`config.mk`:
```
export PLATFORM = sky130hd
export DESIGN_NAME = fifo_stream_reader
export DESIGN_NICKNAME = d
export VERILOG_FILES = /design/src/rtl/fifo_stream_pkg.sv /design/src/rtl/stream_skid_buf.sv /design/src/rtl/fifo_stream_reader.sv
export SDC_FILE = /design/constraint.sdc
export NUM_CORES = 1
export LEC_CHECK = 0
export CAP_MARGIN = 20
export CORE_MARGIN = 3
export CORE_UTILIZATION = 51
export CTS_CLUSTER_SIZE = 16
export DETAILED_ROUTE_END_ITERATION = 8
export GPL_TIMING_DRIVEN = 0
export PLACE_DENSITY = 0.76
export SYNTH_ARGS = -nofsm -noshare
export SYNTH_HDL_FRONTEND = slang
export SYNTH_HIERARCHICAL = 1
export SYNTH_SLANG_ARGS = --single-unit
```
`constraint.sdc`:
```
create_clock -name clk -period 2.7 [get_ports clk]
set_clock_uncertainty 0.1 [all_clocks]
set_input_delay 0.54 -clock clk [delete_from_list [all_inputs] [get_ports clk]]
set_output_delay 0.54 -clock clk [all_outputs]
set_load 0.005 [all_outputs]
```
`src/rtl/fifo_stream_pkg.sv`:
```
// Shared definitions for the FIFO stream reader slice.
//   SKID_DEPTH : number of words the reader buffers between FIFO and stream
//   PTR_W      : index width for the buffer entries
//   occ_t      : occupancy type, wide enough to hold 0..SKID_DEPTH
package fifo_stream_pkg;

    localparam int unsigned SKID_DEPTH = 3;
    localparam int unsigned PTR_W      = $clog2(SKID_DEPTH);

    typedef logic [PTR_W:0] occ_t;

endpackage

```
`src/rtl/stream_skid_buf.sv`:
```
// Small in-order register FIFO holding words read from the upstream FIFO.
// The head entry is a register and drives the stream data directly.
//   clk, rst_n : clock, asynchronous active-low reset
//   push, din  : write din at the tail this cycle
//   pop        : remove the head entry (ignored when empty)
//   head       : current head word (registered)
//   occ        : number of entries held, 0..SKID_DEPTH
module stream_skid_buf
    import fifo_stream_pkg::*;
#(
    parameter int unsigned DATA_WIDTH = 8
) (
    input  logic                  clk,
    input  logic                  rst_n,
    input  logic                  push,
    input  logic [DATA_WIDTH-1:0] din,
    input  logic                  pop,
    output logic [DATA_WIDTH-1:0] head,
    output occ_t                  occ
);

    logic [DATA_WIDTH-1:0] mem [SKID_DEPTH];
    logic                  pop_ok;
    occ_t                  wr_pos;
    occ_t                  occ_nxt;

    assign pop_ok = pop && (occ != '0);
    assign head   = mem[0];

    // Entries shift toward index 0 on a pop, so the tail slot moves down by
    // one when a push and a pop coincide.
    assign wr_pos = pop_ok ? (occ - occ_t'(1)) : occ;

    always_comb begin
        occ_nxt = occ;
        case ({push, pop_ok})
            2'b10:   occ_nxt = occ + occ_t'(1);
            2'b01:   occ_nxt = occ - occ_t'(1);
            default: occ_nxt = occ;
        endcase
    end

    always_ff @(posedge clk or negedge rst_n) begin
        if (!rst_n) begin
            for (int unsigned i = 0; i < SKID_DEPTH; i++) begin
                mem[i] <= '0;
            end
            occ <= '0;
        end else begin
            if (pop_ok) begin
                for (int unsigned i = 0; i < SKID_DEPTH - 1; i++) begin
                    mem[i] <= mem[i+1];
                end
            end
            // Later assignment wins, so the pushed word overrides the shift.
            if (push) begin
                mem[wr_pos[PTR_W-1:0]] <= din;
            end
            occ <= occ_nxt;
        end
    end

endmodule

```
`src/rtl/fifo_stream_reader.sv`:
```
// Reader end of the synchronous FIFO. Issues pops, absorbs the FIFO's
// one-cycle read latency and presents words as a valid/ready stream with a
// burst-boundary marker and a running transfer count.
//   clk, rst_n  : clock, asynchronous active-low reset
//   fifo_rd     : pop request to the FIFO (data returns next cycle)
//   fifo_dout   : FIFO read data
//   fifo_empty  : FIFO empty flag
//   m_valid     : stream word valid
//   m_ready     : consumer ready
//   m_data      : stream word
//   m_last      : last word of the current burst of BURST_LEN words
//   word_cnt    : total words transferred, wraps
module fifo_stream_reader
    import fifo_stream_pkg::*;
#(
    parameter int unsigned DATA_WIDTH = 8,
    parameter int unsigned BURST_LEN  = 4,
    parameter int unsigned CNT_WIDTH  = 16
) (
    input  logic                  clk,
    input  logic                  rst_n,
    output logic                  fifo_rd,
    input  logic [DATA_WIDTH-1:0] fifo_dout,
    input  logic                  fifo_empty,
    output logic                  m_valid,
    input  logic                  m_ready,
    output logic [DATA_WIDTH-1:0] m_data,
    output logic                  m_last,
    output logic [CNT_WIDTH-1:0]  word_cnt
);

    localparam logic [7:0] LAST_BEAT = 8'(BURST_LEN - 1);

    logic       inflight;
    occ_t       occ;
    occ_t       pending;
    logic       xfer;
    logic [7:0] beat;

    stream_skid_buf #(
        .DATA_WIDTH(DATA_WIDTH)
    ) u_buf (
        .clk   (clk),
        .rst_n (rst_n),
        .push  (inflight),
        .din   (fifo_dout),
        .pop   (xfer),
        .head  (m_data),
        .occ   (occ)
    );

    // Reserve a buffer slot for every word already requested so the buffer
    // can never overflow; m_ready is deliberately not part of this term.
    assign pending = occ + occ_t'(inflight);
    assign fifo_rd = rst_n && !fifo_empty && (pending < occ_t'(SKID_DEPTH));

    assign m_valid = (occ != '0);
    assign xfer    = m_valid && m_ready;
    assign m_last  = m_valid && (beat == LAST_BEAT);

    always_ff @(posedge clk or negedge rst_n) begin
        if (!rst_n) begin
            inflight <= 1'b0;
            beat     <= '0;
            word_cnt <= '0;
        end else begin
            inflight <= fifo_rd;
            if (xfer) begin
                beat     <= (beat == LAST_BEAT) ? 8'd0 : beat + 8'd1;
                word_cnt <= word_cnt + 1'b1;
            end
        end
    end

endmodule
```
==> results.tsv, run 1 <==
metric	value	unit
fp.dieH	77.5	um
clockBufferDepth	2	
clk_pin_slew	0.09	ns
via_count	1797	
setup_ws	0.160	ns
crit_arrival	1.90	ns
min_period	2.54	ns
outcome	complete, no violations	
ys_seq_elements	52	
htree_levels	2	
max_cap_viol_count	0	
viasPerCell	5.22	
gp_congestion	0.815	
met3_usage	0.0452	
layout_commonest_cell	dfrtp_1	
cp_max_fo	5	
met1_usage	0.232	
hold_violations	0	
area_delta_synth_final	23.9	%
regArea	0.00131	sq mm
synth_edf_count	0	
final_antenna_net_count	0	
ys_seq_area_frac	0.499	
drive_gt1_frac	0.227	
io_buffers	38	
synth_area	0.00261	sq mm
grt_pass1_vias	1787	
grt_max_degree	39	
antenna_found_initial	0	
cts-root-buf	clkbuf_8	
mostFrequentLayoutCells	dfrtp_1 (49), nand2_1 (40), clkdlybuf4s50_1 (36), xnor2_1 (18), mux2_2 (17)	
cts_hold_buffers	0	
stdcell_area	0.00323	sq mm
dieArea	0.00600	sq mm
overflow	0	
synthArstFlopShare	1.00	
numCtsBuffers	5	
rows	25	
fmax	0.394	GHz
antenna_cells	0	
grt_pass1_wl	8310	um
cp.required	2.06	ns
slew_headroom	0.636	
fin_crit_sh	0.941	
routed_wl	4680	um
ys_warn_count	6	
multi_input_area	0.00120	sq mm
crit_path_end_kind	output pin	
fin_nets	295	
netlist_instances	229	
syn_avg_cell_area	11.4	sq um
initial_core_util	0.541	
wire_per_inst	13.6	um
syn_nets	248	
start_kind	flop	
crit_type	flop to output pin	
insertion_delay	0.29	ns
dr.pass1.iters	4	
tightest_slew	0.546	ns
rsz0062_at_grt	no	
setup_tns	0	ns
grtUsageMet2	0.277	
hold_path_class	primary input to async pin	
route.detailed.drc	0	
p_leak	1.51	nW
finalSetupViolCount	0	
ir_worst_vdd	527	uV
grt_usage	0.173	
ys_types	44	
preCtsSetupSlack	-0.266	ns
dpl_cell_area	0.00309	sq mm
hpwl	3350	um
cts_tree	built	
drv_slew	0	
fillers	399	
drt_iter0_drc	67	
design.core.area	0.00482	sq mm
ioPinCount	39	
die_w	77.5	um
cts_sinks	52	
synthFlopType	dfrtp_1	
top_usage_layer	met2	
power_density	972	mW/mm^2
==> stage by stage <==
stage,hold WS [ns],std cells,power (mW),util
after floorplan,0.144,229,2.13,-
after global placement,0.361,334,2.54,0.637
after detailed placement,0.383,335,2.58,0.641
after CTS,0.0494,344,3.17,0.669
after global routing,0.0632,344,3.38,0.670
final,0.0450,344,3.14,0.670
==> final timing paths <==
check                                         start                       end  slack, ns  cells after the start
max                             beat[1]$_DFFE_PN0P_                    m_last       0.16                      4
min                                           rst_n  u_buf/occ[2]$_DFFE_PN0P_       0.05                      1
max reg2reg                u_buf/occ[0]$_DFFE_PN0P_   u_buf/head[5]$_DFF_PN0_       0.24                      7
min reg2reg                word_cnt[15]$_DFFE_PN0P_  word_cnt[15]$_DFFE_PN0P_       0.39                      1
max in group asynchronous                     rst_n  u_buf/occ[0]$_DFFE_PN0P_       1.93                      2
min in group clk           word_cnt[15]$_DFFE_PN0P_  word_cnt[15]$_DFFE_PN0P_       0.39                      1
==> area by class of cell <==
type	instances	share of cell area
Clock buffer	6	0.0256
Clock inverter	2	0.0120
Tap cell	67	0.0260
Sequential cell	52	0.404
Inverter	5	0.00581
Buffer	15	0.0314
Multi-Input combinational cell	157	0.371
Timing Repair Buffer	40	0.124
==> cell usage after synthesis, types with 2 or more instances <==
cell type / n / share of area
and4_4: 2 / 0.0086
nor3_1: 2 / 0.0038
nand4_2: 3 / 0.014
buf_4: 9 / 0.026
o21ai_0: 11 / 0.021
xnor2_1: 18 / 0.060
ha_1: 7 / 0.034
inv_2: 2 / 0.0029
xor2_1: 6 / 0.020
nand2_1: 40 / 0.058
and3_1: 6 / 0.014
inv_1: 3 / 0.0043
dfrtp_1: 52 / 0.50
mux2i_1: 9 / 0.035
nand3_1: 5 / 0.0096
nand2b_1: 2 / 0.0048
a31oi_1: 2 / 0.0048
mux2_2: 17 / 0.073
buf_2: 3 / 0.0058
nor2_1: 2 / 0.0029
nand4_1: 5 / 0.012
==> cells by family after synthesis <==
logic type	synth area share
and+or+nand+nor	0.166
muxes	0.112
buffers and inverters	0.0461
DFF	0.499
xor gates and xnor gates	0.0807
AOI/OAI and AO/OA	0.0581
adders and majority gates	0.0374
==> layer usage <==
layer / share of wire / vias to the layer above
li1: - / 879
met1: 0.47 / 883
met2: 0.48 / 33
met3: 0.037 / 2
met4: 0.0077 / 0
met5: 0 / -
==> power by group <==
part / switching (mW) / internal [mW] / total, mW
Clock: 0.245 / 0.303 / 0.548
Sequential: 0.250 / 1.06 / 1.31
Combinational: 0.553 / 0.726 / 1.28
Total: 1.05 / 2.09 / 3.14
==> repair_timing <==
item | 4_1_cts | 5_1_grt
pin swaps | 0 | 0
setup endpoints to repair | 1 | 1
gates resized for setup | 5 | 2
hold endpoints to repair | 0 | 0
setup buffers | 1 | 0
gates cloned | 0 | 0
==> worst max-delay path, cell delays in order, from the launching register on <==
cell	delay, ns
dfrtp_1	0.41
ha_1	0.25
nor4b_2	0.26
and3_1	0.19
clkdlybuf4s50_1	0.50
No activity file was read; power rests on OpenSTA's default activity.
==> run 2: changes to the inputs <==
--- a/config.mk
+++ b/config.mk
@@ -9,3 +9,3 @@
 export CORE_MARGIN = 3
-export CORE_UTILIZATION = 51
+export CORE_UTILIZATION = 35
 export CTS_CLUSTER_SIZE = 16
@@ -13,3 +13,3 @@
 export GPL_TIMING_DRIVEN = 0
-export PLACE_DENSITY = 0.76
+export RECOVER_POWER = 100
 export SYNTH_ARGS = -nofsm -noshare
--- a/constraint.sdc
+++ b/constraint.sdc
@@ -4,2 +4,2 @@
 set_output_delay 0.54 -clock clk [all_outputs]
-set_load 0.005 [all_outputs]
+set_load 0.05 [all_outputs]
==> results.tsv, run 2 (synthesized netlist as in run 1, its figures left out) <==
metric	value	unit
cts_sinks	52	
slew_headroom	0.600	
drv_slew	0	
cp_slowest_cell	dfrtp_2	
cpMostUsedCell	ha_1	
power_density	1050	mW/mm^2
overflow	0	
design.core.area	0.00702	sq mm
final_antenna_net_count	0	
grt_pass1_wl	8810	um
dr.pass1.iters	4	
clk_pin_slew	0.10	ns
outcome	complete, no violations	
rows	30	
htree_levels	2	
crit_chain	ha_1 > ha_1 > xor2_1 > a2111oi_4 > buf_6	
insertion_delay	0.30	ns
ir_worst_vdd	509	uV
preCtsSetupSlack	-0.531	ns
p_leak	1.53	nW
layout_commonest_cell	dfrtp_1	
multi_input_area	0.00118	sq mm
crit_arrival	1.94	ns
area_delta_synth_final	22.9	%
cp_num_cells	5	
fp.dieH	92.3	um
routed_wl	4920	um
drt_iter0_drc	80	
min_period	2.58	ns
via_count	1754	
cp_max_fo	9	
hold_path_class	primary input to async pin	
die_w	92.3	um
regArea	0.00130	sq mm
post-cts-setup-buffer-count	0	
crit_path_end_kind	output pin	
grt_usage	0.127	
tightest_slew	0.603	ns
cp_top_family	flip-flops	
clockBufferDepth	2	
r2r_end	u_buf/head[2]$_DFF_PN0_	
start_kind	flop	
finalSetupViolCount	0	
mostFrequentLayoutCells	dfrtp_1 (51), nand2_1 (41), dlygate4sd3_1 (24), xnor2_1 (18), mux2_2 (17)	
antenna_cells	0	
antenna_found_initial	0	
fillers	681	
stdcell_area	0.00320	sq mm
fin_nets	294	
regToRegStartpoint	u_buf/occ[1]$_DFFE_PN0P_	
cts_hold_buffers	0	
reg2reg_slack	0.22	ns
grt_pass1_vias	1762	
hold_violations	0	
hpwl	3490	um
fmax	0.387	GHz
setup_ws	0.116	ns
io_buffers	38	
route.detailed.drc	0	
initial_core_util	0.371	
cts_resized	8	
reg2reg_depth	7	
cp.buffers_inverters	1	
viasPerCell	4.72	
dieArea	0.00852	sq mm
cts-root-buf	clkbuf_8	
cts_tree	built	
rsz0062_at_grt	no	
drive_gt1_frac	0.192	
numCtsBuffers	5	
crit_type	flop to output pin	
gp_congestion	0.798	
grt_max_degree	32	
wire_per_inst	13.2	um
fin_crit_sh	0.957	
cpPeakStageDelay	0.48	ns
p_total	3.35	mW
ioPinCount	39	
max_cap_viol_count	0	
cp.required	2.06	ns
final_core_util	0.456	
dpl_cell_area	0.00314	sq mm
[run 2: how the worst max path moves through the flow]
stage	from	to	slack, ns
global placement	rst_n	fifo_rd	-2.26
detailed placement	rst_n	fifo_rd	-0.53
global route	u_buf/occ[1]$_DFFE_PN0P_	u_buf/head[4]$_DFF_PN0_	0.02
floorplan	u_buf/occ[0]$_DFFE_PN0P_	fifo_rd	0.27
finish	u_buf/occ[0]$_DFFE_PN0P_	fifo_rd	0.12
CTS	beat[0]$_DFFE_PN0P_	m_last	0.01
[run 2: through the flow]
step,TNS (ns),hold WS (ns),instances
6_report,0,0.0465,372
5_1_grt,0,0.0598,372
4_1_cts,0,0.118,372
3_5_place_dp,-1.91,0.363,364
3_3_place_gp,-39.77,0.362,363
2_1_floorplan,0,0.144,229
[run 2: final cells by class]
type                    instances  share of cell area
flip-flops and latches         52               0.407
well taps                      96              0.0375
clock buffers                   7              0.0270
clock inverters                 1             0.00234
inverters                       5             0.00586
multi-input cells             157               0.370
repair buffers                 39               0.121
plain buffers                  15              0.0293
[run 2: where the power goes]
group	switching (mW)	total [mW]	leakage [nW]	internal [mW]
clock	0.251	0.460	0.0445	0.209
combinational	0.909	1.58	0.822	0.667
sequential	0.255	1.31	0.666	1.06
total	1.42	3.35	1.53	1.93
[run 2: per-layer routing]
layer / routed length, um / global-route usage
met5: 0 / 0
met3: 206 / 0.0268
met4: 44 / 0.0371
met1: 2430 / 0.184
met2: 2240 / 0.193
